<file path="src/rtl/usb_rx_bit_decoder_if.sv">
// usb_rx_bit_decoder_if
//   Groups the line inputs and the decoded-bit outputs of the USB full-speed
//   receive bit decoder.
//   master : drives the line (d_plus, d_minus), observes the decoded stream
//   slave  : the decoder itself
//   d_plus, d_minus : synchronized line levels
//   d_orig          : decoded data bit, valid with shift_enable
//   shift_enable    : one-cycle pulse per non-stuffed decoded bit
//   eop             : one-cycle pulse on a valid end-of-packet
//   stuff_error     : one-cycle pulse when a stuffed 0 was missing
//   line_error      : one-cycle pulse on a malformed SE0
//   rcving          : high while a packet is being received
interface usb_rx_bit_decoder_if;
  logic d_plus;
  logic d_minus;
  logic d_orig;
  logic shift_enable;
  logic eop;
  logic stuff_error;
  logic line_error;
  logic rcving;

  modport master (
    output d_plus, d_minus,
    input  d_orig, shift_enable, eop, stuff_error, line_error, rcving
  );

  modport slave (
    input  d_plus, d_minus,
    output d_orig, shift_enable, eop, stuff_error, line_error, rcving
  );
endinterface

</file>
<file path="src/rtl/usb_rx_bit_decoder.sv">
// usb_rx_bit_decoder
//   Full-speed USB receive front end: oversampled bit-timing recovery that
//   resynchronizes on every D+ transition, NRZI decode, bit-unstuffing and
//   SE0/EOP detection.
//   clk   : system clock, CLKS_PER_BIT x bit rate
//   n_rst : asynchronous active-low reset
//   bus   : slave side of usb_rx_bit_decoder_if (line in, decoded stream out)
//
//   state  | meaning
//   IDLE   | waiting for the first J->K transition of a packet
//   ACTIVE | decoding data bits
//   SE0_1  | one SE0 bit seen
//   SE0_2  | two or more SE0 bits seen, waiting for the closing J
module usb_rx_bit_decoder #(
  parameter int CLKS_PER_BIT = 8,
  parameter int SAMPLE_PT    = 3,
  parameter int MAX_ONES     = 6
) (
  input logic clk,
  input logic n_rst,
  usb_rx_bit_decoder_if.slave bus
);

  localparam int CNT_W  = $clog2(CLKS_PER_BIT);
  localparam int ONES_W = $clog2(MAX_ONES + 1);
  localparam logic [CNT_W-1:0]  CNT_LAST   = CNT_W'(CLKS_PER_BIT - 1);
  localparam logic [CNT_W-1:0]  CNT_SAMPLE = CNT_W'(SAMPLE_PT);
  localparam logic [ONES_W-1:0] ONES_MAX   = ONES_W'(MAX_ONES);

  typedef enum logic [1:0] {IDLE, ACTIVE, SE0_1, SE0_2} state_t;

  state_t            state, state_n;
  logic [CNT_W-1:0]  cnt, cnt_n;
  logic [ONES_W-1:0] ones, ones_n;
  logic              prev_dp, prev_dp_n;
  logic              dp_q;
  logic              d_orig_q, d_orig_n;
  logic              shift_q, shift_n;
  logic              eop_q, eop_n;
  logic              stuff_q, stuff_n;
  logic              line_q, line_n;
  logic              rcving_q;

  logic edge_det;
  logic line_se0;
  logic line_k;
  logic strobe;
  logic bit_val;

  // (1,1) falls through both tests below and is therefore handled as J.
  assign edge_det = bus.d_plus != dp_q;
  assign line_se0 = !bus.d_plus && !bus.d_minus;
  assign line_k   = !bus.d_plus &&  bus.d_minus;
  assign strobe   = (cnt == CNT_SAMPLE) && !edge_det;

  always_ff @(posedge clk or negedge n_rst) begin
    if (!n_rst) begin
      state    <= IDLE;
      cnt      <= '0;
      ones     <= '0;
      prev_dp  <= 1'b1;
      dp_q     <= 1'b1;
      d_orig_q <= 1'b0;
      shift_q  <= 1'b0;
      eop_q    <= 1'b0;
      stuff_q  <= 1'b0;
      line_q   <= 1'b0;
      rcving_q <= 1'b0;
    end else begin
      state    <= state_n;
      cnt      <= cnt_n;
      ones     <= ones_n;
      prev_dp  <= prev_dp_n;
      dp_q     <= bus.d_plus;
      d_orig_q <= d_orig_n;
      shift_q  <= shift_n;
      eop_q    <= eop_n;
      stuff_q  <= stuff_n;
      line_q   <= line_n;
      rcving_q <= (state_n != IDLE);
    end
  end

  always_comb begin
    state_n   = state;
    cnt_n     = cnt;
    ones_n    = ones;
    prev_dp_n = prev_dp;
    d_orig_n  = d_orig_q;
    shift_n   = 1'b0;
    eop_n     = 1'b0;
    stuff_n   = 1'b0;
    line_n    = 1'b0;
    // NRZI: no transition between samples decodes as 1.
    bit_val   = ~(bus.d_plus ^ prev_dp);

    if (state == IDLE) begin
      if (edge_det && line_k) state_n = ACTIVE;
    end else begin
      if (edge_det || cnt == CNT_LAST) cnt_n = '0;
      else                             cnt_n = cnt + CNT_W'(1);

      if (strobe) begin
        case (state)
          ACTIVE: begin
            if (line_se0) begin
              state_n = SE0_1;
            end else begin
              prev_dp_n = bus.d_plus;
              if (ones == ONES_MAX) begin
                // Stuffed position: a 0 is silently dropped, a 1 is an error.
                ones_n  = '0;
                stuff_n = bit_val;
              end else begin
                shift_n  = 1'b1;
                d_orig_n = bit_val;
                ones_n   = bit_val ? ones + ONES_W'(1) : '0;
              end
            end
          end
          SE0_1: begin
            if (line_se0) begin
              state_n = SE0_2;
            end else begin
              line_n  = 1'b1;
              state_n = IDLE;
            end
          end
          SE0_2: begin
            // Extended SE0 simply keeps waiting for the closing J.
            if (!line_se0) begin
              if (line_k) line_n = 1'b1;
              else        eop_n  = 1'b1;
              state_n = IDLE;
            end
          end
          default: state_n = IDLE;
        endcase
      end
    end

    // IDLE keeps the timing and decode history parked at their reset values.
    if (state_n == IDLE) begin
      cnt_n     = '0;
      ones_n    = '0;
      prev_dp_n = 1'b1;
    end
  end

  assign bus.d_orig       = d_orig_q;
  assign bus.shift_enable = shift_q;
  assign bus.eop          = eop_q;
  assign bus.stuff_error  = stuff_q;
  assign bus.line_error   = line_q;
  assign bus.rcving       = rcving_q;

endmodule
</file>
<file path="src/flat_wrapper.sv">
// flat-port wrapper written by rule: the top's interface ports become plain ports
module usb_rx_bit_decoder_flat 
#(
  parameter int CLKS_PER_BIT = 8,
  parameter int SAMPLE_PT    = 3,
  parameter int MAX_ONES     = 6
)
  (clk, n_rst, bus_d_plus, bus_d_minus, bus_d_orig, bus_shift_enable, bus_eop, bus_stuff_error, bus_line_error, bus_rcving);
  usb_rx_bit_decoder_if bus_i ();
  input logic clk;
  input logic n_rst;
  input wire logic [$bits(bus_i.d_plus)-1:0] bus_d_plus;
  input wire logic [$bits(bus_i.d_minus)-1:0] bus_d_minus;
  output wire logic [$bits(bus_i.d_orig)-1:0] bus_d_orig;
  output wire logic [$bits(bus_i.shift_enable)-1:0] bus_shift_enable;
  output wire logic [$bits(bus_i.eop)-1:0] bus_eop;
  output wire logic [$bits(bus_i.stuff_error)-1:0] bus_stuff_error;
  output wire logic [$bits(bus_i.line_error)-1:0] bus_line_error;
  output wire logic [$bits(bus_i.rcving)-1:0] bus_rcving;
  assign bus_i.d_plus = bus_d_plus;
  assign bus_i.d_minus = bus_d_minus;
  assign bus_d_orig = bus_i.d_orig;
  assign bus_shift_enable = bus_i.shift_enable;
  assign bus_eop = bus_i.eop;
  assign bus_stuff_error = bus_i.stuff_error;
  assign bus_line_error = bus_i.line_error;
  assign bus_rcving = bus_i.rcving;
  usb_rx_bit_decoder #(.CLKS_PER_BIT(CLKS_PER_BIT), .SAMPLE_PT(SAMPLE_PT), .MAX_ONES(MAX_ONES)) u_core (.clk(clk), .n_rst(n_rst), .bus(bus_i));
endmodule
</file>
<file path="config.mk">
export PLATFORM = sky130hd
export DESIGN_NAME = usb_rx_bit_decoder_flat
export DESIGN_NICKNAME = d
export VERILOG_FILES = /design/src/rtl/usb_rx_bit_decoder_if.sv /design/src/rtl/usb_rx_bit_decoder.sv /design/src/flat_wrapper.sv
export SDC_FILE = /design/constraint.sdc
export NUM_CORES = 1
export LEC_CHECK = 0
export ABC_AREA = 0
export CORE_MARGIN = 2
export CORE_UTILIZATION = 30
export CTS_CLUSTER_SIZE = 10
export DETAILED_ROUTE_END_ITERATION = 16
export PLACE_DENSITY = 0.45
export SLEW_MARGIN = 20
export SYNTH_ARGS = -nofsm -noshare
export SYNTH_HDL_FRONTEND = slang
export SYNTH_SLANG_ARGS = --single-unit
</file>
<file path="constraint.sdc">
create_clock -name clk -period 2.48 [get_ports clk]
set_clock_uncertainty 0.1 [all_clocks]
set_input_delay 0.496 -clock clk [delete_from_list [all_inputs] [get_ports clk]]
set_output_delay 0.496 -clock clk [all_outputs]
set_load 0.05 [all_outputs]
</file>
==> results of run 1 <==
-- area by class of cell --
class | instances | area [µm²] | area share
Multi-Input combinational cell | 56 | 395.4 | 0.3935
Inverter | 5 | 18.77 | 0.01868
Clock buffer | 4 | 36.28 | 0.03611
Sequential cell | 16 | 402.9 | 0.4010
Timing Repair Buffer | 12 | 112.6 | 0.1121
Tap cell | 31 | 38.79 | 0.03861
-- worst max-delay path by stage --
stage | to | from
floorplan | u_core.bus.d_orig$_DFFE_PN0P_ | bus_d_plus
global placement | u_core.bus.d_orig$_DFFE_PN0P_ | bus_d_plus
detailed placement | u_core.bus.d_orig$_DFFE_PN0P_ | bus_d_plus
CTS | bus_d_orig | u_core.bus.d_orig$_DFFE_PN0P_
global route | u_core.ones[2]$_DFFE_PN0P_ | u_core.cnt[0]$_DFFE_PN0P_
finish | u_core.bus.d_orig$_DFFE_PN0P_ | bus_d_plus
-- state kept, by name, summed over array words and instances (netlist names) --
signal / flops
u_core.bus.rcving: 1
u_core.bus.d_orig: 1
u_core.bus.eop: 1
u_core.dp_q: 1
u_core.bus.shift_enable: 1
u_core.prev_dp: 1
u_core.cnt: 3
u_core.state: 2
u_core.ones: 3
u_core.bus.stuff_error: 1
u_core.bus.line_error: 1
-- cell usage after synthesis, types with 2 or more instances --
master	number
nand2_1	6
inv_1	5
nor3_1	4
a21oi_1	7
dfstp_2	2
o21ai_0	4
nor2_1	7
ha_1	5
mux2i_1	2
xor2_1	2
nand4b_1	2
dfrtp_1	14
clkbuf_1	2
-- layer usage --
| metal | up-vias | wire (µm) | global-route usage |
|---|---|---|---|
| li1 | 317 | - | - |
| met1 | 298 | 693 | 0.1293 |
| met2 | 15 | 740 | 0.1658 |
| met3 | 2 | 93 | 0.04762 |
| met4 | 0 | 18 | 0.03654 |
| met5 | - | 0 | 0 |
-- power breakdown --
group          internal, mW  switching (mW)
clock network        0.0893          0.0827
registers             0.318          0.0552
logic                 0.104           0.147
total                 0.512           0.285
-- stage by stage --
stage               hold WS, ns  std cells  area, µm²    util
finish                   0.4076        124       1005  0.3707
global route             0.4200        124       1005  0.3707
CTS                      0.4194        124       1005  0.3707
detailed placement       0.3819        120      968.4  0.3573
global placement         0.3736        120      968.4  0.3573
floorplan                0.1004         81      840.8       -
-- kinds of logic (layout without fill, tap and decap cells) --
group                    Yosys count  count (layout)  share of synthesized area
XOR/XNOR                           3               3                    0.03126
flip-flops                        16              16                     0.4792
AND/OR/NAND/NOR                   25              25                     0.1548
AO/OA/AOI/OAI                     20              20                     0.1726
adder cells (fa/ha/maj)            5               5                    0.07440
multiplexers                       3               3                    0.03720
buffers and inverters              9              21                    0.05059
-- critical path, stage by stage --
cell	delay, ns
clkdlybuf4s50_1	0.48
or3b_4	0.44
a21o_4	0.25
a21oi_4	0.12
mux2_1	0.33
==> reports/qor.yml, run 1 <==
status: "complete, no violations"
ant_nets: 0
finalWirelength_mm: 1.546
ys_top_cells_by_area: "dfrtp_1, ha_1, dfstp_2"
dpl.hpwl_mm: 1.120
antenna_found_initial: 0
crit_path_start_kind: "primary input"
r2r-end: "u_core.cnt[1]$_DFFE_PN0P_"
ys_types: 32
grt_pass1_vias: 600
die_x_um: 56.94
ctsHtreeMaxLevel: 1
post_cts_buffers: 0
finalHoldViolations: 0
setup-tns-final_ns: 0
routed_via_density: 5.097
syn_avg_cell_area_um2: 10.38
cap_violations: 0
critPathKind: "in -> reg"
fin_crit_ns: 2.047
cts_buffer_depth: 2
holdCritPathClass: "reg -> reg"
clkTransAtPathRegs_ns: 0.09
drtPass1Iterations: 4
period_share: 0.8252
rows: 19
r2r_start: "u_core.cnt[0]$_DFFE_PN0P_"
post_cts_resized: 0
fp.dieH_um: 56.94
leakagePower_nw: 0.4355
cp.required_ns: 2.55
io_pins: 10
holdPathStages: 1
coreArea_um2: 2710
hold_end: "u_core.bus.d_orig$_DFFE_PN0P_"
synth_edf_count: 0
clock_latency_ns: 0.29
synthCells: 81
area_delta_synth_final_pct: 19.49
rsz0062_at_grt: "false"
synth_nets: 90
worst_slew_pin_slew_ns: 0.6614
slew_headroom: 0.5591
p_total_mw: 0.7973
dieArea_um2: 3242
drcViolationCount: 0
cts_hold_buffers: 0
grt_max_degree: 17
grt_use_total: 0.1057
synth_seq_cells: 16
layout_common_cells: "dfrtp_1, clkdlybuf4s50_1, nor2_1, a21oi_1, nand2_1"
layout_commonest_cell: "dfrtp_1"
peakVddDrop_mv: 0.5151
syn-cell-area_um2: 840.8
drive_above_1_share: 0.1290
arrival_ns: 2.11
fillCellCount: 272
async_flop_share: 1.000
reg2reg_depth: 5
yosys.area.top_type: "dfrtp_1"
place_ws_ns: 0.1487
yosys.area.top_type_share: 0.4167
ys_seq_area_frac: 0.4792
start_util: 0.3102
worstPathMaxFanout: 7
dr_total_vias: 632
drtIter0Drc: 15
slew_viol_final: 0
fin_nets: 103
gp_congestion: 0.8047
end_kind: "flop"
finalSetupViolations: 0
worst_slack_ns: 0.4334
r2r_slack_ns: 0.56
cts_tree: "built"
clock-sinks: 16
cts-root-buf: "clkbuf_4"
ys_warn_count: 0
synthFlopType: "dfrtp_1"
io_buffers: 9
holdCritStartpoint: "u_core.bus.d_orig$_DFFE_PN0P_"
diodes: 0
powerDensity_nw_per_um2: 793.5
fmax_ghz: 0.4886
overflow: 0
cts_buffers: 3
grt_pass1_wl_mm: 2.642
wire_per_inst_um: 12.47
(Power assumes the default switching activity.)
==> inputs of run 2 (changes only) <==
PLACE_DENSITY = 0.47   (was 0.45)
clock period = 1.85 ns   (was 2.48 ns; I/O delays follow)
==> reports/qor.yml, run 2 (same netlist as run 1, synthesis figures left out) <==
routed_via_density: 4.879
grt_pass1_vias: 683
reg2reg_depth: 6
cts_buffers: 3
dp_cells: 127
instances_no_fill: 132
fp.dieH_um: 56.94
r2r_start: "u_core.cnt[0]$_DFFE_PN0P_"
finalWirelength_mm: 1.605
drive_above_1_share: 0.2772
finalSetupViolations: 0
leakagePower_nw: 0.4833
combinationalPowerShare: 0.353
cp.required_ns: 1.93
end_kind: "flop"
grt_max_degree: 17
period_share: 0.9764
setup-tns-final_ns: 0
peakVddDrop_mv: 0.6522
die_x_um: 56.94
cts_buffer_depth: 2
holdCritPathClass: "in -> async"
fin_nets: 111
finish.utilization: 0.3878
slew_viol_final: 0
endpoint: "u_core.bus.d_orig$_DFFE_PN0P_"
drtPass1Iterations: 4
layout_common_cells: "buf_4, dfrtp_1, nor2_1, a21oi_1, nand2_1"
cts-root-buf: "clkbuf_4"
top_regs: "u_core.cnt x3, u_core.ones x3, u_core.state x2"
area_delta_synth_final_pct: 25.00
fin_crit_ns: 1.806
gp_congestion: 0.7559
rsz0062_at_grt: "false"
overflow: 0
finalHoldViolations: 0
pwr-share-seq: 0.466
dr_total_vias: 644
slew_headroom: 0.7761
status: "complete, no violations"
power.switching_mw: 0.3940
io_buffers: 9
cp-startpoint: "bus_d_plus"
antenna_found_initial: 0
ctsHtreeMaxLevel: 1
powerDensity_nw_per_um2: 1027
worst_slew_pin_slew_ns: 0.3334
coreArea_um2: 2710
internal_power_mw: 0.6858
arrival_ns: 1.89
io_pins: 10
clkPwrFrac: 0.181
cts_hold_buffers: 0
layout_commonest_cell: "buf_4"
drtIter0Drc: 12
dieArea_um2: 3242
wire_per_inst_um: 12.16
r2r-end: "u_core.bus.d_orig$_DFFE_PN0P_"
fillCellCount: 289
diodes: 0
drcViolationCount: 0
rows: 19
swShare: 0.3649
fmax_ghz: 0.5536
grt_use_total: 0.1196
cap_violations: 0
crit_path_start_kind: "primary input"
grt_pass1_wl_mm: 3.049
clock_latency_ns: 0.29
ant_nets: 0
stdcell_area_um2: 1051
start_util: 0.3102
r2r_slack_ns: 0.11
clock-sinks: 16
post_dp_cell_area_um2: 1006
cts_tree: "built"
dpl.hpwl_mm: 1.193
worstPathMaxFanout: 3
clkTransAtPathRegs_ns: 0.09
critPathKind: "in -> reg"
## run 2: cell count changes in the layout (fill, tap and decap cells not counted), sizes merged
| cell | previous run | this run |
|---|---|---|
| buf | 3 | 17 |
| clkdlybuf4s50 | 9 | 2 |
| dlymetal6s2s | 0 | 1 |
## run 2: through the flow
| step | power (mW) | worst slack (ns) | hold slack (ns) |
|---|---|---|---|
| after floorplan | 0.7472 | 0.08247 | -0.02559 |
| after global placement | 0.8608 | -0.2660 | 0.3764 |
| after detailed placement | 0.8668 | -0.2903 | 0.3866 |
| after CTS | 1.068 | 0.02347 | 0.2840 |
| after global routing | 1.170 | 0.003419 | 0.2910 |
| final | 1.080 | 0.04361 | 0.2895 |
## run 2: critical path: stages
cell and delay, ns:
clkdlybuf4s50_1 0.42, or3b_4 0.42, a21o_4 0.24, a21oi_4 0.12
mux2_4 0.31
## run 2: final cells by class
| class | count | area (µm²) | area share |
|---|---|---|---|
| clock buffer | 4 | 26.28 | 0.02500 |
| inverter | 5 | 18.77 | 0.01786 |
| multi-input combinational | 56 | 404.1 | 0.3845 |
| sequential | 16 | 402.9 | 0.3833 |
| tap | 31 | 38.79 | 0.03690 |
| timing repair buffer | 20 | 160.2 | 0.1524 |
## run 2: worst min path at each step
stage	start	end	slack (ns)	depth (start not counted)
2_1_floorplan	n_rst	u_core.bus.d_orig$_DFFE_PN0P_	-0.03	0
3_3_place_gp	u_core.bus.d_orig$_DFFE_PN0P_	u_core.bus.d_orig$_DFFE_PN0P_	0.38	1
3_5_place_dp	u_core.bus.d_orig$_DFFE_PN0P_	u_core.bus.d_orig$_DFFE_PN0P_	0.39	1
4_1_cts	n_rst	u_core.bus.eop$_DFF_PN0_	0.28	2
5_1_grt	n_rst	u_core.state[1]$_DFF_PN0_	0.29	2
6_report	n_rst	u_core.state[1]$_DFF_PN0_	0.29	2
## run 2: per-layer routing
layer,global-route usage,vias to the layer above,share of wire
met2,0.1872,16,0.47
li1,-,327,-
met1,0.1538,299,0.46
met4,0.02990,0,0.0062
met5,0,-,0
met3,0.04989,2,0.062
## run 2: repair_timing
action / CTS / global route
setup buffers: 0 / 1
endpoints found under the setup margin: 0 / 2
resized for setup: 0 / 4
hold endpoints to repair: 0 / 0
## run 2: power groups by stage
stage	Clock, mW	Sequential, mW	Combinational, mW
after floorplan	0	0.530	0.218
after global placement	0	0.508	0.353
after detailed placement	0	0.507	0.360
after CTS	0.208	0.501	0.359
after global routing	0.223	0.516	0.430
final	0.195	0.503	0.382
==> inputs of run 3 (changes only) <==
CAP_MARGIN = 20   (was default)
==> results of run 3 <==
Final layout, timing and power as in run 2 (identical DEF).
